$ cat src/rtl/axis_seq_gen_pkg.sv
`default_nettype none
// ============================================================================
// Module : axis_seq_gen_pkg
// Brief  : State encoding and width helper shared by the sequence generator.
// Rev    : 1.0
// ============================================================================
package axis_seq_gen_pkg;

    localparam logic [1:0] S_IDLE = 2'd0;
    localparam logic [1:0] S_RUN  = 2'd1;
    localparam logic [1:0] S_DONE = 2'd2;

    function automatic int keep_width(input int dwidth);
        return dwidth / 8;
    endfunction

endpackage
`default_nettype wire

$ cat src/rtl/axis_seq_gen_ctr.sv
`default_nettype none
// ============================================================================
// Module : axis_seq_gen_ctr
// Brief  : Beat and packet counters; flags whether the next presented beat
//          closes the run or the packet.
// Rev    : 1.0
// ============================================================================
module axis_seq_gen_ctr
    import axis_seq_gen_pkg::*;
#(
    parameter int CNT_W = 16
) (
    input  logic             clk,
    input  logic             rst,
    input  logic             clr_i,
    input  logic             adv_i,
    input  logic [CNT_W-1:0] num_beats_i,
    input  logic [CNT_W-1:0] pkt_len_i,
    output logic [CNT_W-1:0] beats_o,
    output logic             run_end_o,
    output logic             pkt_end_o
);

    logic [CNT_W-1:0] beats_q;
    logic [CNT_W-1:0] pkt_q;
    logic [CNT_W-1:0] nb_q;
    logic [CNT_W-1:0] plen_q;
    logic [CNT_W-1:0] plen_eff;
    logic [CNT_W-1:0] pkt_d;

    assign plen_eff = (pkt_len_i == '0) ? CNT_W'(1) : pkt_len_i;
    assign pkt_d    = (pkt_q == plen_q - CNT_W'(1)) ? '0 : pkt_q + CNT_W'(1);
    assign beats_o  = beats_q;

    // Flags describe beat 0 while loading, otherwise the beat after the current one.
    always_comb begin
        run_end_o = 1'b0;
        pkt_end_o = 1'b0;
        if (clr_i) begin
            run_end_o = (num_beats_i == CNT_W'(1));
            pkt_end_o = (plen_eff == CNT_W'(1));
        end else begin
            run_end_o = (beats_q + CNT_W'(1) == nb_q - CNT_W'(1));
            pkt_end_o = (pkt_d == plen_q - CNT_W'(1));
        end
    end

    always_ff @(posedge clk) begin
        if (rst) begin
            beats_q <= '0;
            pkt_q   <= '0;
            nb_q    <= '0;
            plen_q  <= CNT_W'(1);
        end else if (clr_i) begin
            beats_q <= '0;
            pkt_q   <= '0;
            nb_q    <= num_beats_i;
            plen_q  <= plen_eff;
        end else if (adv_i) begin
            beats_q <= beats_q + CNT_W'(1);
            pkt_q   <= pkt_d;
        end
    end

endmodule
`default_nettype wire

$ cat src/rtl/axis_seq_gen.sv
`default_nettype none
// ============================================================================
// Module : axis_seq_gen
// Brief  : AXI4-Stream source emitting seed+i beats with periodic tlast.
// Rev    : 1.0
// ============================================================================
module axis_seq_gen
    import axis_seq_gen_pkg::*;
#(
    parameter int DWIDTH = 16,
    parameter int CNT_W  = 16
) (
    input  logic                          clk,
    input  logic                          rst,
    input  logic                          start,
    input  logic                          stop,
    input  logic [CNT_W-1:0]              num_beats,
    input  logic [CNT_W-1:0]              pkt_len,
    input  logic [DWIDTH-1:0]             seed,
    output logic                          busy,
    output logic                          done,
    output logic [CNT_W-1:0]              beats_sent,
    output logic                          m_dout_tvalid,
    input  logic                          m_dout_tready,
    output logic [DWIDTH-1:0]             m_dout_tdata,
    output logic [keep_width(DWIDTH)-1:0] m_dout_tkeep,
    output logic                          m_dout_tlast
);

    logic [1:0]        state_q;
    logic              tvalid_q;
    logic              tlast_q;
    logic [DWIDTH-1:0] tdata_q;
    logic              final_q;
    logic              stop_pend_q;
    logic              busy_q;
    logic              done_q;

    logic              start_ok;
    logic              hs;
    logic              stop_seen;
    logic              run_end;
    logic              pkt_end;

    assign start_ok  = (state_q == S_IDLE) && start;
    assign hs        = (state_q == S_RUN) && tvalid_q && m_dout_tready;
    assign stop_seen = stop_pend_q | stop;

    axis_seq_gen_ctr #(
        .CNT_W (CNT_W)
    ) u_ctr (
        .clk         (clk),
        .rst         (rst),
        .clr_i       (start_ok),
        .adv_i       (hs),
        .num_beats_i (num_beats),
        .pkt_len_i   (pkt_len),
        .beats_o     (beats_sent),
        .run_end_o   (run_end),
        .pkt_end_o   (pkt_end)
    );

    always_ff @(posedge clk) begin
        if (rst) begin
            state_q     <= S_IDLE;
            tvalid_q    <= 1'b0;
            tlast_q     <= 1'b0;
            tdata_q     <= '0;
            final_q     <= 1'b0;
            stop_pend_q <= 1'b0;
            busy_q      <= 1'b0;
            done_q      <= 1'b0;
        end else begin
            done_q <= 1'b0;
            case (state_q)
                S_IDLE: begin
                    if (start) begin
                        busy_q      <= 1'b1;
                        stop_pend_q <= 1'b0;
                        if (num_beats != '0) begin
                            state_q  <= S_RUN;
                            tvalid_q <= 1'b1;
                            tdata_q  <= seed;
                            tlast_q  <= run_end | pkt_end;
                            final_q  <= run_end;
                        end else begin
                            state_q <= S_DONE;
                            done_q  <= 1'b1;
                        end
                    end
                end
                S_RUN: begin
                    if (hs) begin
                        stop_pend_q <= 1'b0;
                        if (final_q) begin
                            state_q  <= S_DONE;
                            tvalid_q <= 1'b0;
                            tlast_q  <= 1'b0;
                            done_q   <= 1'b1;
                        end else begin
                            // A pending stop only shapes the next beat; the stalled one stays intact.
                            tdata_q <= tdata_q + DWIDTH'(1);
                            tlast_q <= run_end | pkt_end | stop_seen;
                            final_q <= run_end | stop_seen;
                        end
                    end else begin
                        stop_pend_q <= stop_seen;
                    end
                end
                S_DONE: begin
                    state_q <= S_IDLE;
                    busy_q  <= 1'b0;
                end
                default: begin
                    state_q  <= S_IDLE;
                    tvalid_q <= 1'b0;
                    tlast_q  <= 1'b0;
                    busy_q   <= 1'b0;
                end
            endcase
        end
    end

    assign busy          = busy_q;
    assign done          = done_q;
    assign m_dout_tvalid = tvalid_q;
    assign m_dout_tdata  = tdata_q;
    assign m_dout_tlast  = tlast_q;
    assign m_dout_tkeep  = '1;

endmodule
`default_nettype wire

$ cat config.mk
export PLATFORM = sky130hd
export DESIGN_NAME = axis_seq_gen
export DESIGN_NICKNAME = d
export VERILOG_FILES = /design/src/rtl/axis_seq_gen_pkg.sv /design/src/rtl/axis_seq_gen_ctr.sv /design/src/rtl/axis_seq_gen.sv
export SDC_FILE = /design/constraint.sdc
export NUM_CORES = 1
export LEC_CHECK = 0
export ABC_AREA = 1
export CELL_PAD_IN_SITES_DETAIL_PLACEMENT = 0
export CELL_PAD_IN_SITES_GLOBAL_PLACEMENT = 2
export CORE_AREA = 2 2 148 150
export DETAILED_ROUTE_END_ITERATION = 10
export DIE_AREA = 0 0 150 152
export GPL_TIMING_DRIVEN = 0
export MAX_ROUTING_LAYER = met4
export PLACE_DENSITY = 0.82
export SYNTH_ARGS = -nofsm -noshare
export SYNTH_HDL_FRONTEND = slang
export SYNTH_HIERARCHICAL = 1
export SYNTH_SLANG_ARGS = --single-unit
$ cat constraint.sdc
create_clock -name clk -period 3.25 [get_ports clk]
set_clock_uncertainty 0.15 [all_clocks]
set_input_delay 0.65 -clock clk [delete_from_list [all_inputs] [get_ports clk]]
set_output_delay 0.65 -clock clk [all_outputs]
set_load 0.02 [all_outputs]
Word-level counts from Yosys, hierarchy flattened
Index checks and enable logic that the tools add are counted.

Add/subtract/negate cells: 5. Eq/ne operators: 12. Multiplexer cells: 39. Bitwise gates (word level): 6. Reduce and logical (&&, ||, !) cells: 15.

Operators by type and width (count): $mux 16 (6); $add 16x1->16 const B (3); $eq 16x16->1 (3); $eq 16x1->1 const B (2); $pmux 16 s2 (1); $sub 16x1->16 const B (2); $mux 1 (21); $logic_not 16->1 (1); $reduce_bool 16->1 (1); $reduce_and 5->1 (2); $mux 2 (4); $ne 2x2->1 const B (4); $pmux 1 s2 (4); $reduce_and 4->1 (2); $pmux 1 s3 (2); $or 1x1->1 (4); $pmux 2 s2 (1); $reduce_and 2->1 (2); $logic_and 1x1->1 (3); $reduce_and 3->1 (1); $eq 2x1->1 const B (1); $eq 2x2->1 const B (1); $logic_not 2->1 (1); $ne 2x1->1 const B (1); other kinds (3) (4).

Bits in registers: 88. Input bits: 53. Output and inout port bits: 38. Logic and storage cells: 89.

Longest topological paths before layout
Depth after elaboration: 10. Mapped depth: 28. Mapped depth without buffers: 27.

Modules after synthesis
Netlist, hierarchy kept.

Modules (own cells, without submodules): axis_seq_gen_ctr (instances 1, cells each 703, area each 4428.0 µm², seq. area each 1281.2 µm²); axis_seq_gen (instances 1, cells each 271, area each 1630.3 µm², seq. area each 480.5 µm²).

Least setup slack after synthesis
No wires, ideal clock.

Path kind: reg-to-reg. Start: register u_ctr.beats_q[0], in the netlist u_ctr/beats_o[0]. End: register tlast_q, in the netlist m_dout_tlast. Library setup time: 0.129 ns. Arrival: 2.450 ns. Data required time: 2.971 ns. Path slack: 0.521 ns. Cell stages (with the launch flop): 19. Buffers on the path: 0. Clock period less this slack: 2.729 ns. Cells stage by stage: dfxtp_1 > ha_1 > nand3_1 > nor2_1 > inv_1 > nor4_1 > nand3_1 > nor2_1 > xnor2_1 > xor2_1 > nor2_1 > nand3_1 > nand2_1 > inv_1 > a31oi_1 > nor2_1 > nand3_1 > nand2_1 > nor2_1.

Longest elaborated chain between the ends: 8. Elaborated cells on any way between the ends: 10. Those cells by class: add/sub (1); eq/ne (1); mux (6); bitwise (2).

RTL lines: start: declaration (RTL line axis_seq_gen_ctr.sv:24) `logic [CNT_W-1:0] beats_q;`; start signal: assignment (RTL line axis_seq_gen_ctr.sv:60) `beats_q <= beats_q + CNT_W'(1);`; $add 16x1->16 (*) (RTL line axis_seq_gen_ctr.sv:43) `run_end_o = (beats_q + CNT_W'(1) == nb_q - CNT_W'(1));`; $eq 16x16->1 (*) (RTL line axis_seq_gen_ctr.sv:43); $mux 1 (*) (RTL line axis_seq_gen_ctr.sv:39) `if (clr_i) begin`; net run_end (RTL line axis_seq_gen.sv:42) `logic run_end;`; $or 1x1->1 (*) (RTL line axis_seq_gen.sv:84, axis_seq_gen.sv:103); $or 1x1->1 (RTL line axis_seq_gen.sv:103) `tlast_q <= run_end | pkt_end | stop_seen;`; $mux 1 (RTL line axis_seq_gen.sv:95) `if (final_q) begin`; $mux 1 (RTL line axis_seq_gen.sv:93) `if (hs) begin`; $pmux 1 s3 (*) (RTL line axis_seq_gen.sv:75) `case (state_q)`; end signal: assignment (RTL line axis_seq_gen.sv:84) `tlast_q <= run_end | pkt_end;`; end signal: assignment (RTL line axis_seq_gen.sv:103); end: declaration (RTL line axis_seq_gen.sv:32) `logic tlast_q;`.

Mark *: on every way through the listed nets, which the timed path passes. The rest lies on a longest branch. The select of a mux whose other input is x is not followed. A chain may end at the register's enable or synchronous reset.

Worst setup path in the final report
Start: register u_ctr.plen_q[1]. End: register tlast_q, in the netlist m_dout_tlast.

Longest elaborated chain between the ends: 10. Elaborated cells on any way between the ends: 12. Those cells by class: add/sub (1); eq/ne (2); mux (7); bitwise (2).

RTL lines: start: declaration (RTL line axis_seq_gen_ctr.sv:27) `logic [CNT_W-1:0] plen_q;`; start signal: assignment (RTL line axis_seq_gen_ctr.sv:58) `plen_q <= plen_eff;`; $sub 16x1->16 (*) (RTL line axis_seq_gen_ctr.sv:32, axis_seq_gen_ctr.sv:44); $eq 16x16->1 (RTL line axis_seq_gen_ctr.sv:32) `assign pkt_d = (pkt_q == plen_q - CNT_W'(1)) ? '0 : pkt_q + CNT_W'(1);`; $mux 16 (RTL line axis_seq_gen_ctr.sv:32); $eq 16x16->1 (*) (RTL line axis_seq_gen_ctr.sv:44) `pkt_end_o = (pkt_d == plen_q - CNT_W'(1));`; $mux 1 (*) (RTL line axis_seq_gen_ctr.sv:39); net pkt_end (RTL line axis_seq_gen.sv:43) `logic pkt_end;`; $or 1x1->1 (*) (RTL line axis_seq_gen.sv:84, axis_seq_gen.sv:103); $or 1x1->1 (RTL line axis_seq_gen.sv:103); $mux 1 (RTL line axis_seq_gen.sv:95); $mux 1 (RTL line axis_seq_gen.sv:93); $pmux 1 s3 (*) (RTL line axis_seq_gen.sv:75).

Marks and branches as above.

==> summary.md <==
| Metric | Value |
|---|---|
| Max capacitance violation total | `0` |
| CTS tree | `built` |
| Seq pwr share | `approximately 35%` |
| Ant. Diodes | `0` |
| Crit path kind | `reg -> reg` |
| H-tree depth | `3` |
| Post-route DRC | `0` |
| Initial drt markers | `307` |
| Hold crit path type | `reg -> reg` |
| RSZ-0062 raised after global routing | `true` |
| Clk_lat worst skew | `0.35 ns` |
| Routed wire length | `20.5 mm` |
| Worst reg2reg setup slack | `just under 0.1 ns` |
| Worst-path clk slew | `0.07 ns` |
| WP buf/inv | `6` |
| Crit path max-delay family | `simple AND/OR/NAND/NOR gates` |
| Pint | `approximately 2.3 mW` |
| Row count | `54` |
| Slowest stage delay, CP | `~0.36 ns` |
| Post-placement cell count | `1,343` |
| Core area | `around 21,000 um^2` |
| Starting Density | `between 20% and 30%` |
| CTS hold repair buffers | `0` |
| Psw | `around 1.5 mW` |
| Final hold viol count | `0` |
| First-pass GRT wire length | `roughly 33 mm` |
| IO buf count | `88` |
| Routing usage on met3 | `under 10%` |
| Final std cells w/o fill | `around 1,400` |
| CP Capture Type | `flip-flop` |
| Io pins | `91` |
| Post-Route Utilization | `36.8%` |
| GRT Total Usage | `between 10% and 20%` |
| Die Y | `152 um` |
| PnR worst setup slack | `slightly below 0.1 ns` |
| Clock power frac | `29.5%` |
| Syn Area/Cell | `6.22 um^2` |
| Area Overhead vs Synth | `29.6%` |
| Switch share | `38.5%` |
| IR drop worst, VDD | `0.292 mV` |
| DR pass1 iterations | `4` |
| CP arrival | `3.29 ns` |
| Crit path max fanout | `6` |
| Largest net degree at the start of global routing | `18` |
| Antenna violations before repair | `0` |
| Min Tclk post-route | `around 3.2 ns` |
| Final Max Slew Viols | `0` |
| Final net count | `1,140` |
| Total number of vias | `between 6,000 and 7,000` |
| Worst slack, placed | `-0.657 ns` |
| Leakage power | `3.34 nW` |
| YS warnings | `6` |
| CTS Buf Count | `9` |
| Final setup viols | `0` |
| Total grt overflow | `0` |
| Post-synthesis sequential area ratio | `around 29%` |
| Fraction of final layout cells sized beyond drive strength 1 | `11.8%` |
| Vias per inst | `4.62` |
| Post-DP HPWL | `16.2 mm` |
| Synth Register Bits | `88` |
| Most used routing layer | `met2` |
| Slew HR | `57.3%` |
| Routability congestion estimate | `0.840` |
| Synth cell types | `39` |
| Maximum clock path buffer count | `2` |
| Crit share post-route | `97.0%` |
| Worst path cell trace | `inv_2 > ha_4 > buf_4 > xor2_2 > nor2_1 > nor3_2 > nand3_1 > nor2_2 > nand3_2 > buf_6 > clkbuf_4 > buf_4 > nand3_1 > nand2_2 > nor2_2 > nand3_2 > nand2_1 > inv_1 > a31oi_1 > nor2_1 > nand3_1 > nand2_1 > nor2_1` |
| CP startpoint kind | `flip-flop` |
| Clk sinks | `88` |
| Slowest stage cell, crit path | `dfxtp_2` |
| Synthesized area | `6060 um^2` |
| Clock root cell | `clkbuf_16` |
| Tightest Pin Transition | `0.640 ns` |
| Routed Antenna Nets | `0` |
| Vias in the first global route | `between 6,000 and 7,000` |
| Die W | `150 um` |
| Cell Pwr Density | `484 nW/um^2` |
| Post-Synthesis Cells | `974` |
| Fmax | `317 MHz` |
| Wire per inst | `15.0 um` |
| Routing usage on met2 | `a little under a third` |
| Worst endpoint required time | `3.39 ns` |
| Outcome | `finished, final reports clean` |
| Met1 usage in global routing | `between 20% and 30%` |
| Total die area | `22,800 um^2` |
| Combinational share of power | `about 36%` |
worst reg2reg max path: stages (launching register included):
cell      delay, ns
dfxtp_2        0.36
inv_2          0.06
ha_4           0.17
buf_4          0.14
xor2_2         0.18
nor2_1         0.08
nor3_2         0.22
nand3_1        0.11
nor2_2         0.13
nand3_2        0.14
buf_6          0.17
clkbuf_4       0.17
buf_4          0.14
nand3_1        0.08
nand2_2        0.07
nor2_2         0.11
nand3_2        0.12
nand2_1        0.08
inv_1          0.06
a31oi_1        0.12
nor2_1         0.05
nand3_1        0.06
nand2_1        0.05
nor2_1         0.07
routing by layer:
layer  share of wire [%]  routed length, um  vias up
met4                 1.0                211        0
li1                    -                  -     3342
met2                  47               9690      110
met5                   0                  0        -
met3                 4.0                818       18
met1                  48               9730     2843
cell type report:
type / instances / area [um^2]
buffer: 27 / 155
clock buffer: 9 / 225
timing repair buffer: 97 / 951
inverter: 133 / 505
multi-input combinational: 726 / 3800
fill: 2416 / 13500
tap: 280 / 350
clock inverter: 7 / 88.8
sequential: 88 / 1770
worst paths after layout:
check                               start                          end  cells after the start
max          u_ctr/plen_q[1]$_SDFFE_PP0P_    m_dout_tlast$_SDFFE_PP0P_                     23
min           u_ctr/nb_q[15]$_SDFFE_PP0P_  u_ctr/nb_q[15]$_SDFFE_PP0P_                      2
max reg2reg  u_ctr/plen_q[1]$_SDFFE_PP0P_    m_dout_tlast$_SDFFE_PP0P_                     23
min reg2reg   u_ctr/nb_q[15]$_SDFFE_PP0P_  u_ctr/nb_q[15]$_SDFFE_PP0P_                      2
cells by family after synthesis:
kind of cell	after synthesis	share of synthesized area (%)
simple gates	527	38.5
fa+ha+maj	5	1.03
compound gates	140	12.9
other cells	1	0.0619
xor+xnor	52	7.64
flops	88	29.1
buf+inv	161	10.8
registers in the layout, summed over array words and instances (netlist names):
| signal | flops |
|---|---|
| done | 1 |
| m_dout_tdata | 16 |
| u_ctr/nb_q | 16 |
| busy | 1 |
| m_dout_tvalid | 1 |
| m_dout_tlast | 1 |
| state_q | 2 |
| u_ctr/plen_q | 16 |
| u_ctr/pkt_q | 16 |
| stop_pend_q | 1 |
| final_q | 1 |
| u_ctr/beats_o | 16 |
through the flow:
stage	TNS [ns]	power, mW	instance area [um^2]	hold WS, ns
2_1_floorplan	0	2.19	6060	0.288
3_3_place_gp	-1.16	2.64	7290	0.307
3_5_place_dp	-1.14	2.63	7290	0.308
4_1_cts	0	3.78	7650	0.319
5_1_grt	-0.106	4.05	7850	0.334
6_report	0	3.80	7850	0.320
what timing repair did:
item / CTS / global route
resized for setup: 7 / 50
pin swaps: 0 / 11
buffers inserted: 2 / 7
setup endpoints to repair: 2 / 2
synthesized netlist by cell type (all sizes together):
master | n | area share (%)
o21ai | 68 | 5.8
nand4 | 15 | 1.5
a211oi | 2 | 0.25
nand2 | 254 | 16
conb | 1 | 0.062
nand3 | 98 | 8.3
xnor2 | 10 | 1.4
inv | 133 | 8.3
o211ai | 1 | 0.12
dfxtp | 88 | 29
nor3 | 12 | 0.99
a31oi | 5 | 0.52
buf | 10 | 1.4
xor2 | 42 | 6.2
or2 | 6 | 0.62
a21oi | 48 | 4.5
clkbuf | 18 | 1.1
o22ai | 16 | 1.7
nor4 | 9 | 1.2
nor2 | 133 | 9.4
ha | 5 | 1.0
cells in the final DEF, fill, tap and decap left out, drive strengths merged, types with 10 or more instances in the layout:
master           n
nor2           133
xnor2           10
a21oi           48
inv            135
o21ai           68
buf             18
xor2            42
clkbuf          27
nand4           15
dfxtp           88
nand3           98
clkdlybuf4s50   87
nor3            12
nand2          254
o22ai           16
power by group through the flow:
| stage | Clock (mW) | Sequential (mW) | Combinational (mW) |
|---|---|---|---|
| floorplan | 0 | 1.36 | 0.825 |
| global placement | 0 | 1.33 | 1.31 |
| detailed placement | 0 | 1.33 | 1.30 |
| CTS | 1.15 | 1.31 | 1.32 |
| global route | 1.20 | 1.34 | 1.52 |
| finish | 1.12 | 1.32 | 1.36 |
No activity file was read; power rests on OpenSTA's default activity.
